===== config.mk =====
export PLATFORM = sky130hd
export DESIGN_NAME = regfile_wb_arbiter_flat
export DESIGN_NICKNAME = d
export VERILOG_FILES = /design/src/rtl/regfile_pkg.sv /design/src/rtl/regfile_wb_arbiter_if.sv /design/src/rtl/rr_arbiter.sv /design/src/rtl/regfile_wb_arbiter.sv /design/src/flat_wrapper.sv
export SDC_FILE = /design/constraint.sdc
export NUM_CORES = 1
export LEC_CHECK = 0
export CAP_MARGIN = 20
export CELL_PAD_IN_SITES_DETAIL_PLACEMENT = 0
export CELL_PAD_IN_SITES_GLOBAL_PLACEMENT = 1
export CORE_ASPECT_RATIO = 0.8
export CORE_MARGIN = 2
export CORE_UTILIZATION = 28
export DETAILED_ROUTE_END_ITERATION = 16
export PLACE_DENSITY = 0.85
export SYNTH_ARGS = -nofsm -noshare
export SYNTH_HDL_FRONTEND = slang
export SYNTH_SLANG_ARGS = --single-unit

===== constraint.sdc =====
create_clock -name clock -period 3.9 [get_ports clock]
set_clock_uncertainty 0.1 [all_clocks]
set_input_delay 0.78 -clock clock [delete_from_list [all_inputs] [get_ports clock]]
set_output_delay 0.78 -clock clock [all_outputs]
set_load 0.02 [all_outputs]

===== src/rtl/regfile_pkg.sv =====
// regfile_pkg: register file geometry shared by the write-back arbiter, its bus interface and bench
package regfile_pkg;
  localparam int NUM_REGS = 32;
  localparam int ADDR_W = $clog2(NUM_REGS);
  localparam int DATA_W = 32;
  localparam logic [ADDR_W-1:0] REG_ZERO = '0;
endpackage


===== src/rtl/regfile_wb_arbiter_if.sv =====
// regfile_wb_arbiter_if: write-back requester bus, register-file write port and hazard check
//   master: drives req_valid/req_addr/req_data (slice i per requester) and chk_addr1/2
//   slave : drives req_ready, RegWrite/WriteRegister/WriteData and hazard1/2
interface regfile_wb_arbiter_if import regfile_pkg::*; #(parameter int NUM_REQ = 2);
  logic [NUM_REQ-1:0] req_valid;
  logic [NUM_REQ-1:0] req_ready;
  logic [NUM_REQ*ADDR_W-1:0] req_addr;
  logic [NUM_REQ*DATA_W-1:0] req_data;
  logic RegWrite;
  logic [ADDR_W-1:0] WriteRegister;
  logic [DATA_W-1:0] WriteData;
  logic [ADDR_W-1:0] chk_addr1;
  logic [ADDR_W-1:0] chk_addr2;
  logic hazard1;
  logic hazard2;
  modport master (
    output req_valid, req_addr, req_data, chk_addr1, chk_addr2,
    input req_ready, RegWrite, WriteRegister, WriteData, hazard1, hazard2
  );
  modport slave (
    input req_valid, req_addr, req_data, chk_addr1, chk_addr2,
    output req_ready, RegWrite, WriteRegister, WriteData, hazard1, hazard2
  );
endinterface


===== src/rtl/rr_arbiter.sv =====
// rr_arbiter: round-robin one-hot grant; ports clock, reset_n, req (request vector), gnt (one-hot grant)
module rr_arbiter #(parameter int NUM_REQ = 2) (
  input logic clock,
  input logic reset_n,
  input logic [NUM_REQ-1:0] req,
  output logic [NUM_REQ-1:0] gnt
);
  // The pointer is kept as a mask of indices at or after it; all ones is pointer 0.
  logic [NUM_REQ-1:0] mask, masked, pick;
  assign masked = req & mask;
  assign pick = |masked ? masked : req;
  assign gnt = pick & (~pick + NUM_REQ'(1));
  // Granting the top index leaves an empty mask, which wraps to index 0 like pointer 0.
  always_ff @(posedge clock or negedge reset_n)
    if (!reset_n) mask <= '1;
    else if (|gnt) mask <= ~((gnt << 1) - NUM_REQ'(1));
endmodule


===== src/rtl/regfile_wb_arbiter.sv =====
// regfile_wb_arbiter: round-robin share of the register-file write port with RAW hazard report
//   clock, reset_n : clock and asynchronous active-low reset
//   bus (slave)    : requester valid/ready/addr/data, registered RegWrite/WriteRegister/WriteData,
//                    decode check addresses chk_addr1/2 and hazard1/2
module regfile_wb_arbiter import regfile_pkg::*; #(parameter int NUM_REQ = 2) (
  input logic clock,
  input logic reset_n,
  regfile_wb_arbiter_if.slave bus
);
  logic [NUM_REQ-1:0] nz, gnt, hit1, hit2;
  logic [ADDR_W-1:0] addr_or [NUM_REQ+1];
  logic [DATA_W-1:0] data_or [NUM_REQ+1];
  assign addr_or[0] = REG_ZERO;
  assign data_or[0] = '0;
  for (genvar g = 0; g < NUM_REQ; g++) begin : g_req
    logic [ADDR_W-1:0] a;
    logic [DATA_W-1:0] d;
    assign a = bus.req_addr[g*ADDR_W +: ADDR_W];
    assign d = bus.req_data[g*DATA_W +: DATA_W];
    assign nz[g] = bus.req_valid[g] && a != REG_ZERO;
    assign hit1[g] = bus.req_valid[g] && a == bus.chk_addr1;
    assign hit2[g] = bus.req_valid[g] && a == bus.chk_addr2;
    // Grant is one-hot, so an AND-OR chain is the output mux.
    assign addr_or[g+1] = addr_or[g] | (gnt[g] ? a : REG_ZERO);
    assign data_or[g+1] = data_or[g] | (gnt[g] ? d : '0);
  end
  rr_arbiter #(.NUM_REQ(NUM_REQ)) u_arb (
    .clock(clock),
    .reset_n(reset_n),
    .req(nz),
    .gnt(gnt)
  );
  // Writes to r0 are swallowed: acknowledged at once alongside the real grant.
  assign bus.req_ready = gnt | (bus.req_valid & ~nz);
  always_ff @(posedge clock or negedge reset_n)
    if (!reset_n) begin
      bus.RegWrite <= 1'b0;
      bus.WriteRegister <= REG_ZERO;
      bus.WriteData <= '0;
    end else begin
      bus.RegWrite <= |gnt;
      bus.WriteRegister <= addr_or[NUM_REQ];
      bus.WriteData <= data_or[NUM_REQ];
    end
  assign bus.hazard1 = bus.chk_addr1 != REG_ZERO &&
    (|hit1 || (bus.RegWrite && bus.WriteRegister == bus.chk_addr1));
  assign bus.hazard2 = bus.chk_addr2 != REG_ZERO &&
    (|hit2 || (bus.RegWrite && bus.WriteRegister == bus.chk_addr2));
endmodule

===== src/flat_wrapper.sv =====
// flat-port wrapper written by rule: the top's interface ports become plain ports
module regfile_wb_arbiter_flat import regfile_pkg::*;
#(parameter int NUM_REQ = 2)
  (clock, reset_n, bus_req_valid, bus_req_addr, bus_req_data, bus_chk_addr1, bus_chk_addr2, bus_req_ready, bus_RegWrite, bus_WriteRegister, bus_WriteData, bus_hazard1, bus_hazard2);
  regfile_wb_arbiter_if #(.NUM_REQ(NUM_REQ)) bus_i ();
  input logic clock;
  input logic reset_n;
  input wire logic [$bits(bus_i.req_valid)-1:0] bus_req_valid;
  input wire logic [$bits(bus_i.req_addr)-1:0] bus_req_addr;
  input wire logic [$bits(bus_i.req_data)-1:0] bus_req_data;
  input wire logic [$bits(bus_i.chk_addr1)-1:0] bus_chk_addr1;
  input wire logic [$bits(bus_i.chk_addr2)-1:0] bus_chk_addr2;
  output wire logic [$bits(bus_i.req_ready)-1:0] bus_req_ready;
  output wire logic [$bits(bus_i.RegWrite)-1:0] bus_RegWrite;
  output wire logic [$bits(bus_i.WriteRegister)-1:0] bus_WriteRegister;
  output wire logic [$bits(bus_i.WriteData)-1:0] bus_WriteData;
  output wire logic [$bits(bus_i.hazard1)-1:0] bus_hazard1;
  output wire logic [$bits(bus_i.hazard2)-1:0] bus_hazard2;
  assign bus_i.req_valid = bus_req_valid;
  assign bus_i.req_addr = bus_req_addr;
  assign bus_i.req_data = bus_req_data;
  assign bus_i.chk_addr1 = bus_chk_addr1;
  assign bus_i.chk_addr2 = bus_chk_addr2;
  assign bus_req_ready = bus_i.req_ready;
  assign bus_RegWrite = bus_i.RegWrite;
  assign bus_WriteRegister = bus_i.WriteRegister;
  assign bus_WriteData = bus_i.WriteData;
  assign bus_hazard1 = bus_i.hazard1;
  assign bus_hazard2 = bus_i.hazard2;
  regfile_wb_arbiter #(.NUM_REQ(NUM_REQ)) u_core (.clock(clock), .reset_n(reset_n), .bus(bus_i));
endmodule

==> summary.txt, run 1 <==
Floorplan
  • Floorplan die width: 96.57 um
  • Starting Density: 0.2950
  • Row Count: 26
  • Num ports: 130
  • Chip height: 78.06 um
  • Core box area: roughly 0.0065 mm^2
  • Die area: 0.007537 mm^2

Pwr
  • Worst vdd rail ir drop: 0.1545 mV
  • Leakage power: about 1.4 nW
  • Final Power: 1.094 mW
  • Power per Cell Area: 326.7 mW/mm^2

Critical path
  • Critical register-to-register path startpoint: u_core.u_arb.mask[1]
  • Crit-path max FO: 4
  • Worst path arrival time: 2.83 ns
  • CP required: around 3 ns
  • Critical Path Slowest Stage Cell: or4_4
  • Worst setup path endpoint: bus_req_ready[1]
  • Top delay family on crit path: buffers and inverters
  • Worst Setup SP: bus_req_addr[3]
  • CP max stage delay: 0.61 ns
  • FF-to-FF path depth: 5
  • Buf+Inv Stages, Crit Path: 2
  • Critical path endpoint category: output pin
  • Setup CP Type: primary input to output pin
  • Flop-to-flop setup slack: ~2.2 ns
  • Startpoint Class: primary input
  • Reg-to-Reg End: u_core.bus.WriteData[30]
  • Most frequent CP cell: clkdlybuf4s50_1
  • Worst path depth: 5
  • Worst-path cell chain: clkdlybuf4s50_1, or4_4, o221ai_2, o21a_1, clkdlybuf4s50_1

CTS
  • Total setup buffers inserted after CTS: 0
  • Cts repair resizes: 0
  • Clock transition at the registers of the reported paths: 0.07 ns
  • CTS Sinks: 40
  • TritonCTS clock tree: built
  • Clk root buf: clkbuf_8
  • Clock Tree Buf Depth: 2
  • H-tree depth: 2
  • Total CTS buffers: 5
  • Hold buffers post-CTS: 0
  • Clk_lat worst skew: roughly 0.28 ns

Detailed routing
  • Final ANT Viol Nets: 0
  • Number of DRC markers in iteration 0: 111
  • DRT Pass-1 Iters: 4
  • Avg WL per Cell: between 15 and 20 um
  • Via count: 1,766
  • DRC viols: 0
  • Vias per cell: 4.786
  • Drt total wl: around 6000 um

Synthesis
  • Synthesized flop and latch total: 40
  • Synth Area in Simple Gates: 0.07562
  • Sequential fraction of the synthesis area: 0.5228
  • Synth Cell Area: between 0.0015 and 0.002 mm^2
  • Synthesized-area fraction occupied by adder cells: 0
  • Main combinational cell family by area after synthesis: compound AO/OA/AOI/OAI gates
  • Syn Inst Count: between 150 and 200
  • Syn nets: 240
  • Synth Area in Compound Gates: 0.2177
  • Mux cell area share after synthesis: 0
  • Distinct cells, synth: 24
  • Syn. warnings: 0
  • Post-synthesis xor/xnor area fraction: 0.1369
  • Synth Area per Inst: 12.63 um^2

Final layout
  • Commonest cells after routing, fill and taps aside: clkdlybuf4s50_1, dfrtp_1, a22o_1, xor2_1
  • Most common cell after layout, fill and taps aside: clkdlybuf4s50_1
  • Area growth from synthesis to layout: 74.45%
  • # diodes: 0
  • Share of cells above drive strength 1: 0.07368
  • Nets: approximately 370

Placed design
  • Final HPWL DP: 4706 um
  • Gpl congestion: 0.9080
  • Number of port buffers: 129

Global route
  • Tot GR Track Use: 0.1611
  • Initial antenna violation count: 0
  • Largest net degree at the start of global routing: 41
  • Number of global-route vias before repair: 1,809
  • Global-route wire length before repair: 9328 um
  • GR Overflow Total: 0

Timing
  • Final setup viols: 0
  • Fin crit share: 0.9515
  • F_max: 0.2695 GHz
  • RSZ-0062 raised after global routing: false
  • Setup total negative slack: 0 ns
  • Max Slew Vio Count: 0
  • Slew margin rel.: 0.3980
  • Fin. Hold Viols: 0
  • Min cycle time layout: between 3 and 4 ns
  • Least-Margin Pin Slew: 0.9029 ns

Worst hold path
  • Hold crit path type: flip-flop to flip-flop

Status
  • Status: finished clean

Flow run
  • Maxcap violations: 0
-- Yosys cell counts --
master,n,share of area
and2_1,4,0.013
or4_4,2,0.012
a32oi_1,2,0.0091
nand3_1,2,0.0052
o21a_1,2,0.0078
xor2_1,24,0.11
nor4_1,6,0.020
a21oi_1,2,0.0052
xnor2_1,6,0.027
o21ai_2,1,0.0046
o2111ai_2,1,0.0078
o21ai_1,1,0.0026
or4_1,2,0.0078
dfrtp_1,38,0.50
nand2_1,1,0.0020
buf_6,6,0.035
buf_4,2,0.0078
a22o_1,37,0.17
a21o_1,1,0.0039
inv_1,2,0.0039
nor2_1,5,0.0098
dfstp_2,2,0.027
nor2b_1,2,0.0065
o221ai_2,1,0.0078
-- sequential cells by signal (all words and copies together), names as in the netlist --
name,cells
u_core.bus.RegWrite,1
u_core.bus.WriteData,32
u_core.bus.WriteRegister,5
u_core.u_arb.mask,2
-- where the power goes --
part / internal [mW] / leakage (nW) / switching, mW / total (mW)
clock: 0.122 / 0.0410 / 0.135 / 0.256
sequential: 0.455 / 0.493 / 0.0180 / 0.473
combinational: 0.204 / 0.856 / 0.161 / 0.365
-- area by class of cell --
cell class,instances,area (um^2)
fill,562,3158
clock inverter,1,5.005
clock buffer,6,72.57
timing repair buffer,134,1324
multi-input combinational,102,830.8
inverter,2,7.507
sequential,40,1003
tap,84,105.1
-- cells by family after synthesis --
family	count (synthesis)
buffers and inverters	10
flip-flops	40
AND/OR/NAND/NOR	24
XOR/XNOR	30
AO/OA/AOI/OAI	48
-- routing by layer --
layer  track usage  part of all wire  up-vias  wire (um)
li1              -                 -      832          -
met2        0.2507              0.48       88       2905
met3       0.03935             0.087       10        525
met1        0.2196              0.41      836       2494
met4       0.05352             0.018        0        108
met5             0                 0        -          0
-- stage by stage --
| stage | setup slack (ns) | utilization | cell area (um^2) | cells | hold WS [ns] |
|---|---|---|---|---|---|
| floorplan | 1.255 | - | 1919 | 152 | 0.3687 |
| CTS | 0.1855 | 0.5146 | 3348 | 369 | 0.4056 |
| finish | 0.1892 | 0.5146 | 3348 | 369 | 0.4072 |
| detailed placement | 0.1889 | 0.5027 | 3271 | 362 | 0.3933 |
| global placement | 0.2176 | 0.5027 | 3271 | 362 | 0.3935 |
| global route | 0.1176 | 0.5146 | 3348 | 369 | 0.4167 |
-- how the worst min path moves through the flow --
stage | slack, ns | endpoint | from | cells after the start
after global routing | 0.42 | u_core.u_arb.mask[0] | u_core.u_arb.mask[0] | 2
final | 0.41 | u_core.u_arb.mask[0] | u_core.u_arb.mask[0] | 2
after floorplan | 0.37 | u_core.u_arb.mask[0] | u_core.u_arb.mask[0] | 2
after detailed placement | 0.39 | u_core.u_arb.mask[0] | u_core.u_arb.mask[0] | 2
after CTS | 0.41 | u_core.u_arb.mask[0] | u_core.u_arb.mask[0] | 2
after global placement | 0.39 | u_core.u_arb.mask[0] | u_core.u_arb.mask[0] | 2
-- worst min-delay path, cell delays in order (launching register included) --
cell	delay, ns
dfstp_2	0.38
inv_1	0.08
nor2_1	0.05
Power figures use the tool's default switching activity.
==> run 2, diff against run 1 <==
--- a/config.mk
+++ b/config.mk
@@ -6,4 +6,5 @@
 export NUM_CORES = 1
 export LEC_CHECK = 0
+export ABC_AREA = 1
 export CAP_MARGIN = 20
 export CELL_PAD_IN_SITES_DETAIL_PLACEMENT = 0
@@ -11,8 +12,9 @@
 export CORE_ASPECT_RATIO = 0.8
 export CORE_MARGIN = 2
-export CORE_UTILIZATION = 28
+export CORE_UTILIZATION = 27
 export DETAILED_ROUTE_END_ITERATION = 16
-export PLACE_DENSITY = 0.85
+export PLACE_DENSITY = 0.86
 export SYNTH_ARGS = -nofsm -noshare
 export SYNTH_HDL_FRONTEND = slang
+export SYNTH_HIERARCHICAL = 1
 export SYNTH_SLANG_ARGS = --single-unit
--- a/constraint.sdc
+++ b/constraint.sdc
@@ -3,3 +3,3 @@
 set_input_delay 0.78 -clock clock [delete_from_list [all_inputs] [get_ports clock]]
 set_output_delay 0.78 -clock clock [all_outputs]
-set_load 0.02 [all_outputs]
+set_load 0.01 [all_outputs]
==> run 2 against run 1 <==
  * Hold slack got worse by 0.026 ns
  * Power grew 3.5%
  * Clock power is 8.2% higher
  * Critical path type unchanged
  * Largest cell class unchanged
==> summary.txt, run 2 <==
Critical path
  • Buf+Inv Stages, Crit Path: 4 (+2)
  • Reg-to-Reg End: u_core/bus.WriteData[6]
  • Most frequent CP cell: nand2_1
  • Worst-path cell chain: clkdlybuf4s50_1, nor3_1, nand3_1, nand2_1, inv_1, nand2_1, nand2_2, nand2_1, inv_1, o21ai_0, clkdlybuf4s50_1
  • Worst setup path endpoint: bus_req_ready[0]
  • Worst path arrival time: 2.80 ns (-0.03 ns)
  • Critical path endpoint category: output pin
  • Worst path depth: 11 (+6)
  • CP required: 3.02 ns (about the same)
  • Startpoint Class: primary input
  • Top delay family on crit path: buffers and inverters
  • Crit-path max FO: 5 (+1)
  • Critical Path Slowest Stage Cell: clkdlybuf4s50_1
  • Worst Setup SP: bus_req_addr[6]
  • Setup CP Type: primary input to output pin
  • Critical register-to-register path startpoint: u_core/u_arb/mask[1]
  • CP max stage delay: 0.56 ns (-0.05 ns)
  • Flop-to-flop setup slack: 2.43 ns (+0.22 ns)
  • FF-to-FF path depth: 5 (unchanged)

CTS
  • Hold buffers post-CTS: 0 (unchanged)
  • Cts repair resizes: 0 (unchanged)
  • Clk_lat worst skew: 0.28 ns (about the same)
  • Clock transition at the registers of the reported paths: 0.08 ns (about the same)
  • TritonCTS clock tree: built
  • CTS Sinks: 40 (unchanged)
  • Total CTS buffers: 5 (unchanged)
  • Total setup buffers inserted after CTS: 0 (unchanged)
  • Clock Tree Buf Depth: 2 (unchanged)
  • Clk root buf: clkbuf_8
  • H-tree depth: 2 (unchanged)

Final layout
  • Most flop-heavy register: u_core/bus.WriteData
  • # diodes: 0 (unchanged)
  • Multi-input logic area: 872.1 um^2 (+5.0%)
  • Max FFs per register: 32 (unchanged)
  • Most common cell after layout, fill and taps aside: clkdlybuf4s50_1
  • FF/Latch Area: 0.001003 mm^2 (unchanged)
  • Nets: 481 (+29%)
  • Area growth from synthesis to layout: 73.24%
  • Fillers: 734 (+31%)
  • Top flop regs: u_core/bus.WriteData x32, u_core/bus.WriteRegister x5, u_core/u_arb/mask x2
  • Commonest cells after routing, fill and taps aside: clkdlybuf4s50_1, nand2_1, dfrtp_1, a22o_1, inv_1
  • Share of cells above drive strength 1: 0.05838 (-0.01531)
  • Non-Filler Instances: 499 (+35%)

Timing
  • Hold slack: 0.3812 ns (-0.02600 ns)
  • Final setup viols: 0 (unchanged)
  • Fin. Hold Viols: 0 (unchanged)
  • Setup total negative slack: 0 ns (unchanged)
  • Fin crit share: 0.9442 (-0.007291)
  • F_max: 0.2716 GHz (+0.77%)
  • Min cycle time layout: 3.682 ns (-0.02844 ns)
  • RSZ-0062 raised after global routing: false
  • Least-Margin Pin Slew: 0.8844 ns (-0.01853 ns)
  • Slew margin rel.: 0.4104 (+0.01235)
  • Max Slew Vio Count: 0 (unchanged)

Placed design
  • DP Cell Count: 491 (+36%)
  • Number of port buffers: 129 (unchanged)
  • Gpl congestion: 0.9509 (+4.7%)
  • Final HPWL DP: 5460 um (+16%)

Pwr
  • Worst vdd rail ir drop: 0.1613 mV (+4.4%)
  • Power per Cell Area: 319.1 mW/mm^2 (-2.3%)
  • Leakage power: 1.719 nW (+24%)

Global route
  • Number of global-route vias before repair: 2,176 (+20%)
  • Largest net degree at the start of global routing: 41 (unchanged)
  • Tot GR Track Use: 0.1669 (+0.005789)
  • Global-route wire length before repair: 10,560 um (+13%)
  • GR Overflow Total: 0 (unchanged)
  • Initial antenna violation count: 0 (unchanged)

Floorplan
  • Chip height: 81.90 um (+4.9%)
  • Row Count: 28 (+7.7%)
  • Starting Density: 0.2771 (-0.01792)
  • Floorplan die width: 101.4 um (+5.0%)
  • Num ports: 130 (unchanged)
  • Die area: 0.008303 mm^2 (+10%)
  • Core box area: 0.007392 mm^2 (+14%)

Synthesis
  • Synth Cell Area: 0.002048 mm^2 (+6.7%)
  • Distinct cells, synth: 16 (-33%)
  • Synth top area cells: dfrtp_1, nand2_1, a22o_1
  • Top FF cell, synth: dfrtp_1
  • Area leader, netlist: dfrtp_1
  • Sequential fraction of the synthesis area: 0.4899 (-0.03290)
  • Post-synth ARST share: 1.000 (unchanged)
  • Synth Area in Simple Gates: 0.2663 (+0.1907)
  • Syn Inst Count: 261 (+72%)
  • Synth Area per Inst: 7.848 um^2 (-38%)
  • Syn. warnings: 6 (+6)
  • Post-synth EDFFs: 0 (unchanged)
  • Synth Area in Compound Gates: 0.1594 (-0.05829)
  • Most common cell in the synthesized netlist: nand2_1
  • Main combinational cell family by area after synthesis: simple AND/OR/NAND/NOR gates
  • Synth cell count leaders: nand2_1, dfrtp_1, a22o_1, inv_1, nor2_1
  • Synthesized-area fraction occupied by adder cells: 0 (unchanged)
  • Post-synthesis xor/xnor area fraction: 0 (-0.1369)
  • Syn nets: 349 (+45%)
  • Share of the synthesized area in the top cell type: 0.4643 (-0.03117)
  • Synthesized flop and latch total: 40 (unchanged)
  • Mux cell area share after synthesis: 0 (unchanged)

Detailed routing
  • Drt total wl: 6935 um (+15%)
  • Avg WL per Cell: 13.90 um (-15%)
  • DRT Pass-1 Iters: 4 (unchanged)
  • Vias per cell: 4.459 (-6.8%)
  • DRC viols: 0 (unchanged)
  • Final ANT Viol Nets: 0 (unchanged)
  • Number of DRC markers in iteration 0: 77 (-31%)
  • Via count: 2,225 (+26%)

Worst hold path
  • Hold crit path type: flip-flop to flip-flop
  • Hold Startpoint: u_core/u_arb/mask[0]

Status
  • Status: finished clean

Flow run
  • Maxcap violations: 0 (unchanged)
run 2: cells by family (layout without fill, tap and decap cells):
kind of cell | count (synthesis) | count (layout)
flops | 40 | 40
simple gates | 137 | 137
buf+inv | 44 | 177
compound gates | 40 | 40
run 2: final cells by class:
type                            count  area share
Inverter                           36     0.03808
Sequential cell                    40      0.2828
Timing Repair Buffer              133      0.3709
Tap cell                          105     0.03702
Clock buffer                        5     0.01939
Multi-Input combinational cell    177      0.2458
Clock inverter                      3    0.005994
run 2: worst min-delay path by stage:
stage,endpoint,cells after the start,slack (ns)
floorplan,u_core/u_arb/mask[0],2,0.34
finish,u_core/u_arb/mask[0],2,0.38
detailed placement,u_core/u_arb/mask[0],2,0.37
global route,u_core/u_arb/mask[0],2,0.42
CTS,u_core/u_arb/mask[0],2,0.38
global placement,u_core/u_arb/mask[0],2,0.36
run 2: through the flow:
step / utilization / setup WS, ns / power [mW] / area (um^2)
2_1_floorplan: - / 1.266 / 0.6260 / 2048
3_3_place_gp: 0.4678 / 0.3194 / 0.8606 / 3458
3_5_place_dp: 0.4678 / 0.2638 / 0.8651 / 3458
4_1_cts: 0.4800 / 0.2580 / 1.151 / 3548
5_1_grt: 0.4800 / 0.09488 / 1.204 / 3548
6_report: 0.4800 / 0.2177 / 1.132 / 3548
run 2: worst register-to-register path: stages (launching register included):
cell and delay (ns):
dfstp_2 0.55, nand2_1 0.07, nand2_2 0.08, nand2_1 0.06, buf_4 0.24, a22o_1 0.27
run 2: power by group:
part / switching (mW) / internal, mW
combinational: 0.162 / 0.214
clock: 0.150 / 0.127
sequential: 0.0188 / 0.460
run 2: metal layers:
metal / vias up / track usage / share of wire
li1: 1100 / - / -
met1: 1007 / 0.1962 / 0.40
met3: 2 / 0.09277 / 0.14
met4: 0 / 0.03649 / 0.0055
met5: - / 0 / 0
met2: 116 / 0.2689 / 0.45
==> run 3, diff against run 2 <==
CORE_UTILIZATION = 25   (was 27)
PLACE_DENSITY = 0.8   (was 0.86)
clock period = 4.1 ns   (was 3.9 ns; I/O delays follow)
==> run 3 against run 2 <==
  * Worst setup slack improved by 0.073 ns
  * Critical path depth did not move
  * Core utilization fell by 3.4 points
  * Clock power fell by 6%
  * Hold slack improved by 0.0021 ns
  * Die area rose by 7.7%
  * Critical path type unchanged
  * Largest power group unchanged
  * Power fell by 5.3%
  * Sequential share of layout area barely moved
==> summary.txt, run 3 (synthesized netlist as in run 2, its figures left out) <==
Timing
  • Hold slack: 0.3833 ns (+0.002097 ns)
  • Min cycle time layout: between 3 and 4 ns
  • Fin crit share: 0.9292
  • Final setup viols: 0 (unchanged)
  • Slew margin rel.: 0.4113 (+0.0009410)
  • Max Slew Vio Count: 0 (unchanged)
  • RSZ-0062 raised after global routing: false
  • Setup total negative slack: 0 ns (unchanged)
  • Fin. Hold Viols: 0 (unchanged)
  • Least-Margin Pin Slew: 0.8830 ns (-0.001412 ns)
  • F_max: 0.2625 GHz

CTS
  • Clk root buf: clkbuf_8
  • Clk_lat worst skew: 0.28 ns (about the same)
  • TritonCTS clock tree: built
  • Total CTS buffers: 5 (unchanged)
  • H-tree depth: 2 (unchanged)
  • Cts repair resizes: 0 (unchanged)
  • CTS Sinks: 40 (unchanged)
  • Hold buffers post-CTS: 0 (unchanged)
  • Clock transition at the registers of the reported paths: 0.08 ns (about the same)
  • Clock Tree Buf Depth: 2 (unchanged)
  • Total setup buffers inserted after CTS: 0 (unchanged)

Pwr
  • Worst vdd rail ir drop: 0.1514 mV (-6.1%)
  • Leakage power: 1.714 nW (-0.28%)
  • Power per Cell Area: 302.5 mW/mm^2 (-5.2%)
  • Final Power: 1.072 mW (-5.3%)

Detailed routing
  • Max Used Layer: met4
  • Number of DRC markers in iteration 0: 78 (+1.3%)
  • Detail Route met3 WL: 897 um (-9.2%)
  • M1 wire length: 2663 um (-4.9%)
  • Routed wl met2: 3288 um (+5.8%)
  • Final ANT Viol Nets: 0 (unchanged)
  • Vias per cell: 4.443 (-0.35%)
  • DRT Pass-1 Iters: 4 (unchanged)
  • Avg WL per Cell: 13.74 um (-1.1%)
  • Drt total wl: 6885 um (-0.72%)
  • DRC viols: 0 (unchanged)
  • Via count: 2,226 (+0.045%)

Floorplan
  • Starting Density: 0.2578 (-0.01933)
  • Die area: 0.008938 mm^2 (+7.7%)
  • Core box area: 0.007946 mm^2 (+7.5%)
  • Floorplan die width: 105.2 um (+3.8%)
  • Row Count: 29 (+3.6%)
  • Chip height: 84.96 um (+3.7%)
  • Num ports: 130 (unchanged)

Critical path
  • Setup CP Type: primary input to output pin
  • Worst path arrival time: 2.89 ns (+0.09 ns)
  • Crit-path max FO: 7 (+2)
  • Critical path endpoint category: output pin
  • Worst-path cell chain: clkdlybuf4s50_1, nor3_1, nand3_1, nand2_1, inv_1, inv_1, nand2_1, nand2_1, inv_1, o21ai_0, clkdlybuf4s50_1
  • Critical Path Slowest Stage Cell: clkdlybuf4s50_1
  • Startpoint Class: primary input
  • CP max stage delay: 0.57 ns (about the same)
  • CP required: 3.18 ns (+0.16 ns)

Final layout
  • Area growth from synthesis to layout: 73.06%
  • Share of cells above drive strength 1: 0.05598 (-0.002396)
  • Most flop-heavy register: u_core/bus.WriteData
  • Fillers: 800 (+9.0%)
  • Commonest cells after routing, fill and taps aside: clkdlybuf4s50_1, nand2_1, dfrtp_1, a22o_1, inv_1
  • Nets: 480 (-0.21%)
  • Multi-input logic area: 872.1 um^2 (unchanged)
  • Max FFs per register: 32 (unchanged)
  • Most common cell after layout, fill and taps aside: clkdlybuf4s50_1
  • FF/Latch Area: 0.001003 mm^2 (unchanged)
  • Post-layout util: 0.4461 (-0.03396)
  • # diodes: 0 (unchanged)
  • Top flop regs: u_core/bus.WriteData x32, u_core/bus.WriteRegister x5, u_core/u_arb/mask x2

Placed design
  • Gpl congestion: 0.8901 (-6.4%)
  • Number of port buffers: 129 (unchanged)
  • Final HPWL DP: 5489 um (+0.54%)

Global route
  • GR Overflow Total: 0 (unchanged)
  • Number of global-route vias before repair: 2,239 (+2.9%)
  • Global-route wire length before repair: 10,900 um (+3.2%)
  • Tot GR Track Use: 0.1551 (-0.01183)
  • Largest net degree at the start of global routing: 41 (unchanged)
  • Initial antenna violation count: 0 (unchanged)

Worst hold path
  • Hold crit path type: flip-flop to flip-flop

Status
  • Status: finished clean

Flow run
  • Maxcap violations: 0 (unchanged)
-- run 3: stage by stage --
| step | instances | worst slack [ns] | cell area (um^2) |
|---|---|---|---|
| 6_report | 501 | 0.2902 | 3545 |
| 5_1_grt | 501 | 0.1569 | 3545 |
| 4_1_cts | 501 | 0.2952 | 3545 |
| 3_5_place_dp | 493 | 0.2964 | 3455 |
| 3_3_place_gp | 493 | 0.2487 | 3455 |
| 2_1_floorplan | 261 | 1.386 | 2048 |
-- run 3: report_power, final --
| group | internal (mW) | leakage [nW] | switching (mW) | total (mW) |
|---|---|---|---|---|
| clock | 0.121 | 0.0445 | 0.141 | 0.261 |
| sequential | 0.437 | 0.488 | 0.0175 | 0.455 |
| combinational | 0.202 | 1.18 | 0.153 | 0.356 |
| total | 0.760 | 1.71 | 0.312 | 1.07 |
-- run 3: metal layers --
metal	vias up	global-route usage
li1	1103	-
met1	1004	0.1826
met2	117	0.2622
met3	2	0.06759
met4	0	0.03636
met5	-	0
-- run 3: layout make-up --
cell class,count,share of cell area
multi-input combinational,177,0.2460
sequential,40,0.2831
tap,108,0.03812
timing repair buffer,132,0.3692
inverter,36,0.03812
clock inverter,3,0.006001
clock buffer,5,0.01941
-- run 3: path summary, 6_finish.rpt --
check                                           from                  endpoint  slack, ns  cells after the start
worst min register to register  u_core/u_arb/mask[0]      u_core/u_arb/mask[0]       0.38                      2
worst max register to register  u_core/u_arb/mask[1]  u_core/bus.WriteData[27]       2.65                      5
min in group asynchronous                    reset_n  u_core/bus.WriteData[15]       0.54                      1
worst max-delay path                 bus_req_addr[2]          bus_req_ready[1]       0.29                     11
max in group asynchronous                    reset_n       u_core/bus.RegWrite       2.80                      1
worst min-delay path            u_core/u_arb/mask[0]      u_core/u_arb/mask[0]       0.38                      2
-- run 3: critical path: cells and delay by family --
kind,cells,cell delay [ns]
buffers and inverters,5,1.30
AOI/OAI and AO/OA,1,0.12
and+or+nand+nor,5,0.65
